## config.mk

```make
export PLATFORM = sky130hd
export DESIGN_NAME = needs_scheduler
export DESIGN_NICKNAME = d
export VERILOG_FILES = /design/src/rtl/needs_pkg.sv /design/src/rtl/needs_tick_div.sv /design/src/rtl/needs_scheduler.sv
export SDC_FILE = /design/constraint.sdc
export NUM_CORES = 1
export LEC_CHECK = 0
export CAP_MARGIN = 20
export CORE_MARGIN = 4
export CORE_UTILIZATION = 59
export CTS_CLUSTER_DIAMETER = 100
export CTS_CLUSTER_SIZE = 8
export DETAILED_ROUTE_END_ITERATION = 10
export MAX_ROUTING_LAYER = met4
export PLACE_DENSITY = 0.93
export SYNTH_ARGS = -nofsm -noshare
export SYNTH_HDL_FRONTEND = slang
export SYNTH_SLANG_ARGS = --single-unit
```

## constraint.sdc

```tcl
create_clock -name clk -period 6.2 [get_ports clk]
set_input_delay 1.24 -clock clk [delete_from_list [all_inputs] [get_ports clk]]
set_output_delay 1.24 -clock clk [all_outputs]
set_load 0.01 [all_outputs]
```

## src/rtl/needs_pkg.sv

```systemverilog
// needs_pkg: state encoding, req/ack bit indices and saturating helpers shared by the needs scheduler
package needs_pkg;
  typedef enum logic [2:0] {IDLE, DEC_FOOD, DEC_FUN, DEC_REST, LIFE_UPD, ACTION} state_e;
  localparam int IND_PLAY  = 0;
  localparam int IND_EAT   = 1;
  localparam int IND_SLEEP = 2;
  localparam int IND_HEAL  = 3;
  localparam logic [6:0] MAX_VAL = 7'd100;
  function automatic logic [6:0] sat_add(input logic [6:0] a, input logic [6:0] b);
    logic [7:0] s;
    s = {1'b0, a} + {1'b0, b};
    return (s > {1'b0, MAX_VAL}) ? MAX_VAL : s[6:0];
  endfunction
  function automatic logic [6:0] sat_dec(input logic [6:0] a);
    return (a != 7'd0) ? a - 7'd1 : a;
  endfunction
endpackage

```

## src/rtl/needs_tick_div.sv

```systemverilog
// needs_tick_div: free-running tick divider plus a tick counter flagging every DECAY_PERIOD-th tick
module needs_tick_div #(
  parameter int TICK_DIV     = 5000000,
  parameter int DECAY_PERIOD = 1
) (
  input  logic clk_i,
  input  logic rst_ni,
  output logic tick_o,
  output logic decay_tick_o
);
  localparam int TW = (TICK_DIV > 1) ? $clog2(TICK_DIV) : 1;
  localparam int DW = (DECAY_PERIOD > 1) ? $clog2(DECAY_PERIOD) : 1;
  logic [TW-1:0] cnt_q, cnt_d;
  logic [DW-1:0] dcnt_q, dcnt_d;
  assign tick_o = cnt_q == TW'(TICK_DIV - 1);
  assign decay_tick_o = tick_o && dcnt_q == DW'(DECAY_PERIOD - 1);
  // wrap the cycle counter on every tick and the decay counter on every decay tick
  always_comb begin
    cnt_d = tick_o ? '0 : cnt_q + 1'b1;
    dcnt_d = decay_tick_o ? '0 : tick_o ? dcnt_q + 1'b1 : dcnt_q;
  end
  // counter registers
  always_ff @(posedge clk_i or negedge rst_ni)
    if (!rst_ni) begin
      cnt_q <= '0;
      dcnt_q <= '0;
    end else begin
      cnt_q <= cnt_d;
      dcnt_q <= dcnt_d;
    end
endmodule

```

## src/rtl/needs_scheduler.sv

```systemverilog
// needs_scheduler: serialises decay, life update and player actions onto the four need registers.
// Define NEEDS_DEATH_LATCH_EN to make death sticky and freeze the pet until reset.
module needs_scheduler
  import needs_pkg::*;
#(
  parameter int TICK_DIV     = 5000000,
  parameter int DECAY_PERIOD = 1,
  parameter int ACT_STEP     = 25,
  parameter int LIFE_PLUS    = 70,
  parameter int LIFE_MINUS   = 30,
  parameter int DISEASE_TH   = 20
) (
  input  logic       clk,
  input  logic       btn_reset,
  input  logic       run,
  input  logic [3:0] req,
  output logic [3:0] ack,
  output logic [6:0] food,
  output logic [6:0] fun,
  output logic [6:0] rest,
  output logic [6:0] life,
  output logic       disease,
  output logic       death,
  output logic       busy
);
  state_e state_q, state_d;
  logic pend_q, pend_d, pdec_q, pdec_d;
  logic [1:0] ptr_q, ptr_d, gnt_q, gnt_d, sel;
  logic [3:0] mask_q, mask_d, reqm;
  logic [6:0] food_q, food_d, fun_q, fun_d, rest_q, rest_d, life_q, life_d;
  logic dis_q, dis_d, dth_q, dth_d;
  logic tick, decay_tick, tk, tk_dec, go, grant, act, frz;
  logic [1:0] p, m;
  logic signed [8:0] lsum;

  needs_tick_div #(.TICK_DIV(TICK_DIV), .DECAY_PERIOD(DECAY_PERIOD)) u_div (
    .clk_i(clk),
    .rst_ni(btn_reset),
    .tick_o(tick),
    .decay_tick_o(decay_tick)
  );

`ifdef NEEDS_DEATH_LATCH_EN
  assign frz = dth_q | (life_q == 7'd0);
`else
  assign frz = 1'b0;
`endif

  // state and datapath registers
  always_ff @(posedge clk or negedge btn_reset)
    if (!btn_reset) begin
      state_q <= IDLE;
      pend_q <= 1'b0;
      pdec_q <= 1'b0;
      ptr_q <= 2'd0;
      gnt_q <= 2'd0;
      mask_q <= 4'd0;
      food_q <= MAX_VAL;
      fun_q <= MAX_VAL;
      rest_q <= MAX_VAL;
      life_q <= MAX_VAL;
      dis_q <= 1'b0;
      dth_q <= 1'b0;
    end else begin
      state_q <= state_d;
      pend_q <= pend_d;
      pdec_q <= pdec_d;
      ptr_q <= ptr_d;
      gnt_q <= gnt_d;
      mask_q <= mask_d;
      food_q <= food_d;
      fun_q <= fun_d;
      rest_q <= rest_d;
      life_q <= life_d;
      dis_q <= dis_d;
      dth_q <= dth_d;
    end

  // next state: a pending tick beats any request; requests are granted round-robin from ptr_q
  always_comb begin
    tk = pend_q | (tick & run);
    tk_dec = pdec_q | (decay_tick & run);
    reqm = req & ~mask_q;
    sel = ptr_q;
    for (int i = 3; i >= 0; i--) if (reqm[ptr_q + 2'(i)]) sel = ptr_q + 2'(i);
    go = state_q == IDLE && !frz;
    grant = go && !tk && |reqm;
    state_d = state_q == DEC_FOOD ? DEC_FUN : state_q == DEC_FUN ? DEC_REST : state_q == DEC_REST ? LIFE_UPD : IDLE;
    if (go && tk) state_d = tk_dec ? DEC_FOOD : LIFE_UPD;
    else if (grant) state_d = ACTION;
    pend_d = tk & ~go;
    pdec_d = tk_dec & ~go;
    gnt_d = grant ? sel : gnt_q;
    ptr_d = grant ? sel + 2'd1 : ptr_q;
  end

  // outputs and the single register write selected by the current state
  always_comb begin
    act = state_q == ACTION;
    ack = act ? 4'b0001 << gnt_q : 4'b0000;
    busy = state_q != IDLE;
    mask_d = ack;
    p = 2'(food_q >= 7'(LIFE_PLUS)) + 2'(fun_q >= 7'(LIFE_PLUS)) + 2'(rest_q >= 7'(LIFE_PLUS));
    m = 2'(food_q <= 7'(LIFE_MINUS)) + 2'(fun_q <= 7'(LIFE_MINUS)) + 2'(rest_q <= 7'(LIFE_MINUS));
    lsum = $signed({2'b00, life_q}) + $signed({7'b0, p}) - $signed({7'b0, m});
    food_d = state_q == DEC_FOOD ? sat_dec(food_q) : act && gnt_q == 2'(IND_EAT) ? sat_add(food_q, 7'(ACT_STEP)) : food_q;
    fun_d = state_q == DEC_FUN ? sat_dec(fun_q) : act && gnt_q == 2'(IND_PLAY) ? sat_add(fun_q, 7'(ACT_STEP)) : fun_q;
    rest_d = state_q == DEC_REST ? sat_dec(rest_q) : act && gnt_q == 2'(IND_SLEEP) ? MAX_VAL : rest_q;
    life_d = state_q == LIFE_UPD ? (lsum < 0 ? 7'd0 : lsum > 9'sd100 ? MAX_VAL : lsum[6:0]) :
             act && gnt_q == 2'(IND_HEAL) && dis_q ? sat_add(life_q, 7'(ACT_STEP)) : life_q;
    dis_d = life_q <= 7'(DISEASE_TH);
`ifdef NEEDS_DEATH_LATCH_EN
    dth_d = dth_q | (life_q == 7'd0);
`else
    dth_d = life_q == 7'd0;
`endif
  end

  assign food = food_q;
  assign fun = fun_q;
  assign rest = rest_q;
  assign life = life_q;
  assign disease = dis_q;
  assign death = dth_q;
endmodule

```

# --- Yosys cells after proc, flatten, opt, wreduce, memory -nomap -nowiden ---
# Cells that the tools add are included.
word_totals:
  n_memories: 0
  in_bits: 7
  register_bits: 67
  romBits: 0
  latchBits: 0
  wordCells: 135
  mem_bits_rw: 0
classes:
  bitwise_logic: 10
  n_reduce_logical: 26
  shifts: 1
  add_sub_neg: 18
  n_div: 0
  muxes: 38
  magnitude_cmp: 16
  mul: 0
  n_eq_ne: 12
ops:
  columns: ["operator", "n"]
  rows:
  - ["2-to-1 mux 7 bit", 16]
  - ["less-or-equal comparator 7 x 5 -> 1 bit, second input constant", 4]
  - ["adder 7 x 5 -> 8 bit, second input constant", 3]
  - ["greater-than comparator 8 x 7 -> 1 bit, second input constant", 3]
  - ["adder 23 x 1 -> 23 bit, second input constant", 1]
  - ["== test 23 bit, second input constant", 1]
  - ["2-to-1 mux 23 bit", 1]
  - ["greater-or-equal comparator 7 bit, second input constant", 3]
  - ["nonzero test 7 bit", 3]
  - ["subtractor 7 x 1 -> 7 bit, second input constant", 3]
  - ["2-to-1 mux 3 bit", 6]
  - ["less-than comparator 2 x 3 -> 1 bit, second input constant", 4]
  - ["nonzero test 2 bit", 5]
  - ["greater-than comparator 9 x 8 -> 1 bit, second input constant", 1]
  - ["logical AND 1 bit", 9]
  - ["less-than comparator 9 x 1 -> 1 bit, second input constant", 1]
  - ["subtractor 8 x 2 -> 9 bit", 1]
  - ["adder 7 x 2 -> 8 bit", 1]
  - ["binary-select mux 1 bit (select 2 bit)", 4]
  - ["2-to-1 mux 2 bit", 4]
  - ["zero test 7 bit", 1]
  - ["== test 3 x 2 -> 1 bit, second input constant", 2]
  - ["== test 3 bit, second input constant", 2]
  - ["2-to-1 mux 1 bit", 6]
  - ["other kinds (22)", 36]

# --- Logic depth before layout (Yosys ltp) ---
logic_depth:
  ltp_word: 9
  ltp_mapped: 16

# --- Modules after synthesis ---
# A second synthesis with hierarchy kept.
unflattened:
  cells_unflattened: 580
  hier_area_um2: 5101.1
by_module_without_submodules:
  columns: ["mod", "seq_area_each_um2", "cells_each", "instances", "area_each_um2"]
  rows:
  - ["needs_scheduler", 1091.0, 471, 1, 3895.0]
  - ["needs_tick_div", 600.6, 109, 1, 1206.2]

# --- Least setup slack after synthesis ---
# OpenSTA, ideal clock, no wires.
synth_timing:
  path_type: "register to register"
  start: "register food_q[2], in the netlist food[2]"
  end: "register life_q[4], in the netlist life[4]"
  setup_time_ns: 0.132
  path_buffers: 1
  path_slack_ns: 1.697
  t_arrival_ns: 4.371
  stages_incl_launch_ff: 16
  synth_period_minus_slack_ns: 4.503
  required_ns: 6.068
  cell_sequence: "dfstp_2 clkbuf_1 and3_1 a311oi_1 ha_1 fa_1 inv_1 fa_1 ha_1 fa_1 a21o_1 a2111oi_0 nor4bb_1 a21oi_2 o41ai_1 or3b_1"
synth_between:
  elab_chain_len: 9
synth_rtl:
  columns: ["element", "line", "source"]
  rows:
  - ["start: declaration", "needs_scheduler.sv:30", "logic [6:0] food_q, food_d, fun_q, fun_d, rest_q, rest_d, life_q, life_d;"]
  - ["start signal: assignment", "needs_scheduler.sv:71", "food_q <= food_d;"]
  - ["greater-or-equal comparator 7 bit", "needs_scheduler.sv:103", "p = 2'(food_q >= 7'(LIFE_PLUS)) + 2'(fun_q >= 7'(LIFE_PLUS)) + 2'(rest_q >= 7'(LIFE_PLUS));"]
  - ["adder 1 x 1 -> 2 bit", "needs_scheduler.sv:103", null]
  - ["adder 2 x 1 -> 2 bit", "needs_scheduler.sv:103", null]
  - ["adder 7 x 2 -> 8 bit", "needs_scheduler.sv:105", "lsum = $signed({2'b00, life_q}) + $signed({7'b0, p}) - $signed({7'b0, m});"]
  - ["subtractor 8 x 2 -> 9 bit *", "needs_scheduler.sv:105", null]
  - ["greater-than comparator 9 x 8 -> 1 bit", "needs_scheduler.sv:109", "life_d = state_q == LIFE_UPD ? (lsum < 0 ? 7'd0 : lsum > 9'sd100 ? MAX_VAL : lsum[6:0]) :"]
  - ["2-to-1 mux 7 bit", "needs_scheduler.sv:109", null]
  - ["2-to-1 mux 7 bit * (2 in a row)", "needs_scheduler.sv:109", null]
  - ["end signal: assignment", "needs_scheduler.sv:74", "life_q <= life_d;"]
  - ["end: declaration", "needs_scheduler.sv:30", null]
# Mark *: on every way between the ends. The rest lies on a longest branch, timed or not.
# A chain may end at the register's enable or synchronous reset.

# --- Worst setup path in the final report ---
# Ends and elaborated chain as after synthesis.

==> results.toml <==
[timing]
finalHoldViolCount = 0
setup_viol = 0
max_freq_ghz = 0.2157
skew_ns = 0.01156
period_share_pct = 74.76
worst_pin_slew_ns = 0.9868
drv_slew = 0
hold_ws_ns = 0.4801
relSlewSlack_pct = 34.07
period_needed_ns = 4.635
rsz0062_at_grt = "false"
setup_tns_ns = 0

[floorplanning]
rows = 33
start_util_pct = 60.09
fp.coreArea_um2 = 8175
fp.dieW_um = 99.25
die_h_um = 99.25
io_pins = 42
dieArea_um2 = 9850

[logic_synthesis]
synth_cells = 562
synth.avg_cell_area_um2 = 8.741
yosys-top-cells-area = "dfrtp_1 (28%), ha_1 (8.9%), dfstp_2 (6.4%), o21ai_0 (4.1%), nand2_1 (3.5%)"
syn-cell-area_um2 = 4912
ys_seq_area_share_pct = 34.44
yosysUniqueCellTypes = 71
synth_common_cells = "dfrtp_1 (55), nand2_1 (46), nor2_1 (43), o21ai_0 (40), inv_1 (36)"
synth_flop_cell = "dfrtp_1"
ys_ff_latch = 67
synth_warnings = 0
synthArstFlopShare_pct = 100.0
yosysMostFrequentCell = "dfrtp_1"
synth_edf_count = 0
synth_nets = 608
synth_top_area_share_pct = 28.02
synth_top_cell_by_area = "dfrtp_1"

[place]
portBuffers = 41
place_congestion = 0.9735
dp_cells = 687
place_area_um2 = 5361
dp_hpwl_mm = 8.507

[layout]
final_nets = 640
finalInstanceArea_um2 = 5620
multi_input_area_um2 = 2990
nFillCells = 630
drive_above_1_share_pct = 7.513
syn2layout_area_growth_pct = 14.42
antenna_cells = 0
layout.cells.non_filler = 704
ff_latch_area_um2 = 1692

[critical_path]
crit_type = "flip-flop to flip-flop"
worst-path-max-fanout = 16
critPathLaunchType = "flip-flop"
critical_path_arrival_ns = 4.88
cp-end-kind = "flip-flop"
cp.required_ns = 6.45

[detailed_routing]
drc = 0
drtIter0Drc = 310
dr_total_vias = 4406
final_antenna_net_count = 0
wirelength_mm = 11.75
routedWlPerCell_um = 16.69
vias_per_cell = 6.259
drtPass1Iterations = 5

[clock_tree]
cts_max_level = 3
numCtsBuffers = 9
clock_latency_ns = 0.36
clock_sinks = 67
clockBufferDepth = 2
ctsResizeCount = 0
clk_pin_slew_ns = 0.09
cts_tree = "yes"
cts_root_buffer = "clkbuf_8"
hold_buffers = 0
postCtsSetupRepairBufs = 0

[global_route]
grt_overflow = 0
grt_pass1_wl_mm = 19.98
grt.total_usage_pct = 25.33
grt_pass1_vias = 4310
antenna_found_initial = 0
grt_max_degree = 68

[run]
drv_cap = 0

[pwr]
power_mw = 3.270
powerDensity_nw_per_um2 = 581.8
power.leakage_nw = 2.436
peakVddDrop_v = 0.0005189

[run_status]
outcome = "finished clean"

[hold_path]
hp-class = "flip-flop to flip-flop"
==> final timing paths <==
kind / startpoint / end / slack (ns) / cells past startpoint
max: food[2] / life[4] / 1.56 / 14
min: u_div.cnt_q[4] / u_div.cnt_q[4] / 0.48 / 1
max reg2reg: food[2] / life[4] / 1.56 / 14
min reg2reg: u_div.cnt_q[4] / u_div.cnt_q[4] / 0.48 / 1
max in group asynchronous: btn_reset / food[3] / 4.56 / 2
min in group asynchronous: btn_reset / u_div.cnt_q[17] / 1.07 / 2
==> flip-flops by register name, summed over array words and instances (netlist names), 2 cells and up <==
| register | cells |
|---|---|
| rest | 7 |
| ptr_q | 2 |
| fun | 7 |
| state_q | 3 |
| mask_q | 4 |
| u_div.cnt_q | 23 |
| life | 7 |
| food | 7 |
| gnt_q | 2 |
==> report_power, final <==
group | internal (mW) | total, mW | switching, mW
Combinational | 0.869 | 1.94 | 1.07
Clock | 0.276 | 0.478 | 0.202
Sequential | 0.583 | 0.853 | 0.270
==> layer usage <==
metal / vias to the layer above / GRT usage, % / wire length [um] / part of all wire [%]
met5: - / - / 0 / 0
met4: 0 / 8.193 / 261 / 2.2
met3: 29 / 5.259 / 525 / 4.5
met2: 139 / 42.20 / 6040 / 51
met1: 2137 / 30.85 / 4919 / 42
li1: 2101 / - / - / -
==> area by class of cell <==
| cell class | instances | area share, % |
|---|---|---|
| flip-flops and latches | 67 | 30.10 |
| multi-input cells | 437 | 53.21 |
| clock inverters | 7 | 2.315 |
| well taps | 105 | 2.337 |
| inverters | 36 | 2.404 |
| repair buffers | 43 | 7.435 |
| clock buffers | 9 | 2.204 |
==> kinds of logic (layout without fill, tap and decap cells) <==
logic type               Yosys count  count (layout)  synth area share [%]
flip-flops                        67              67                 34.44
AND/OR/NAND/NOR                  221             221                 24.86
multiplexers                       4               4                0.8406
buffers and inverters             58              95                 4.687
XOR/XNOR                          31              31                 5.527
adder cells (fa/ha/maj)           39              39                 10.55
AO/OA/AOI/OAI                    142             142                 19.10
==> per-stage QoR <==
step / worst slack (ns) / util [%]
after floorplan: 1.697 / -
after global placement: 1.738 / 65.58
after detailed placement: 1.597 / 65.58
after CTS: 1.581 / 68.69
after global routing: 1.232 / 68.75
final: 1.565 / 68.75
==> cell usage in the layout, fill, tap and decap left out, types with 18 or more instances in the layout <==
cell,netlist,final
dfrtp_1,55,55
o21ai_0,40,40
clkdlybuf4s50_1,0,40
nor2_1,43,43
inv_1,36,36
nand3_1,23,23
nor3_1,18,18
xnor2_1,19,19
a21oi_1,29,29
nand2_1,46,46
ha_1,35,35
==> worst max-delay path, cell delays in order, from the launching register on <==
cell       delay (ns)
dfstp_2          0.67
and3_1           0.27
a311oi_1         0.12
ha_1             0.33
fa_1             0.54
inv_1            0.05
fa_1             0.46
ha_1             0.24
fa_1             0.43
a21o_1           0.21
a2111oi_0        0.39
nor4bb_1         0.15
a21oi_2          0.21
o41ai_1          0.10
or3b_1           0.35
Note: power is estimated with default switching activity, not from simulation.
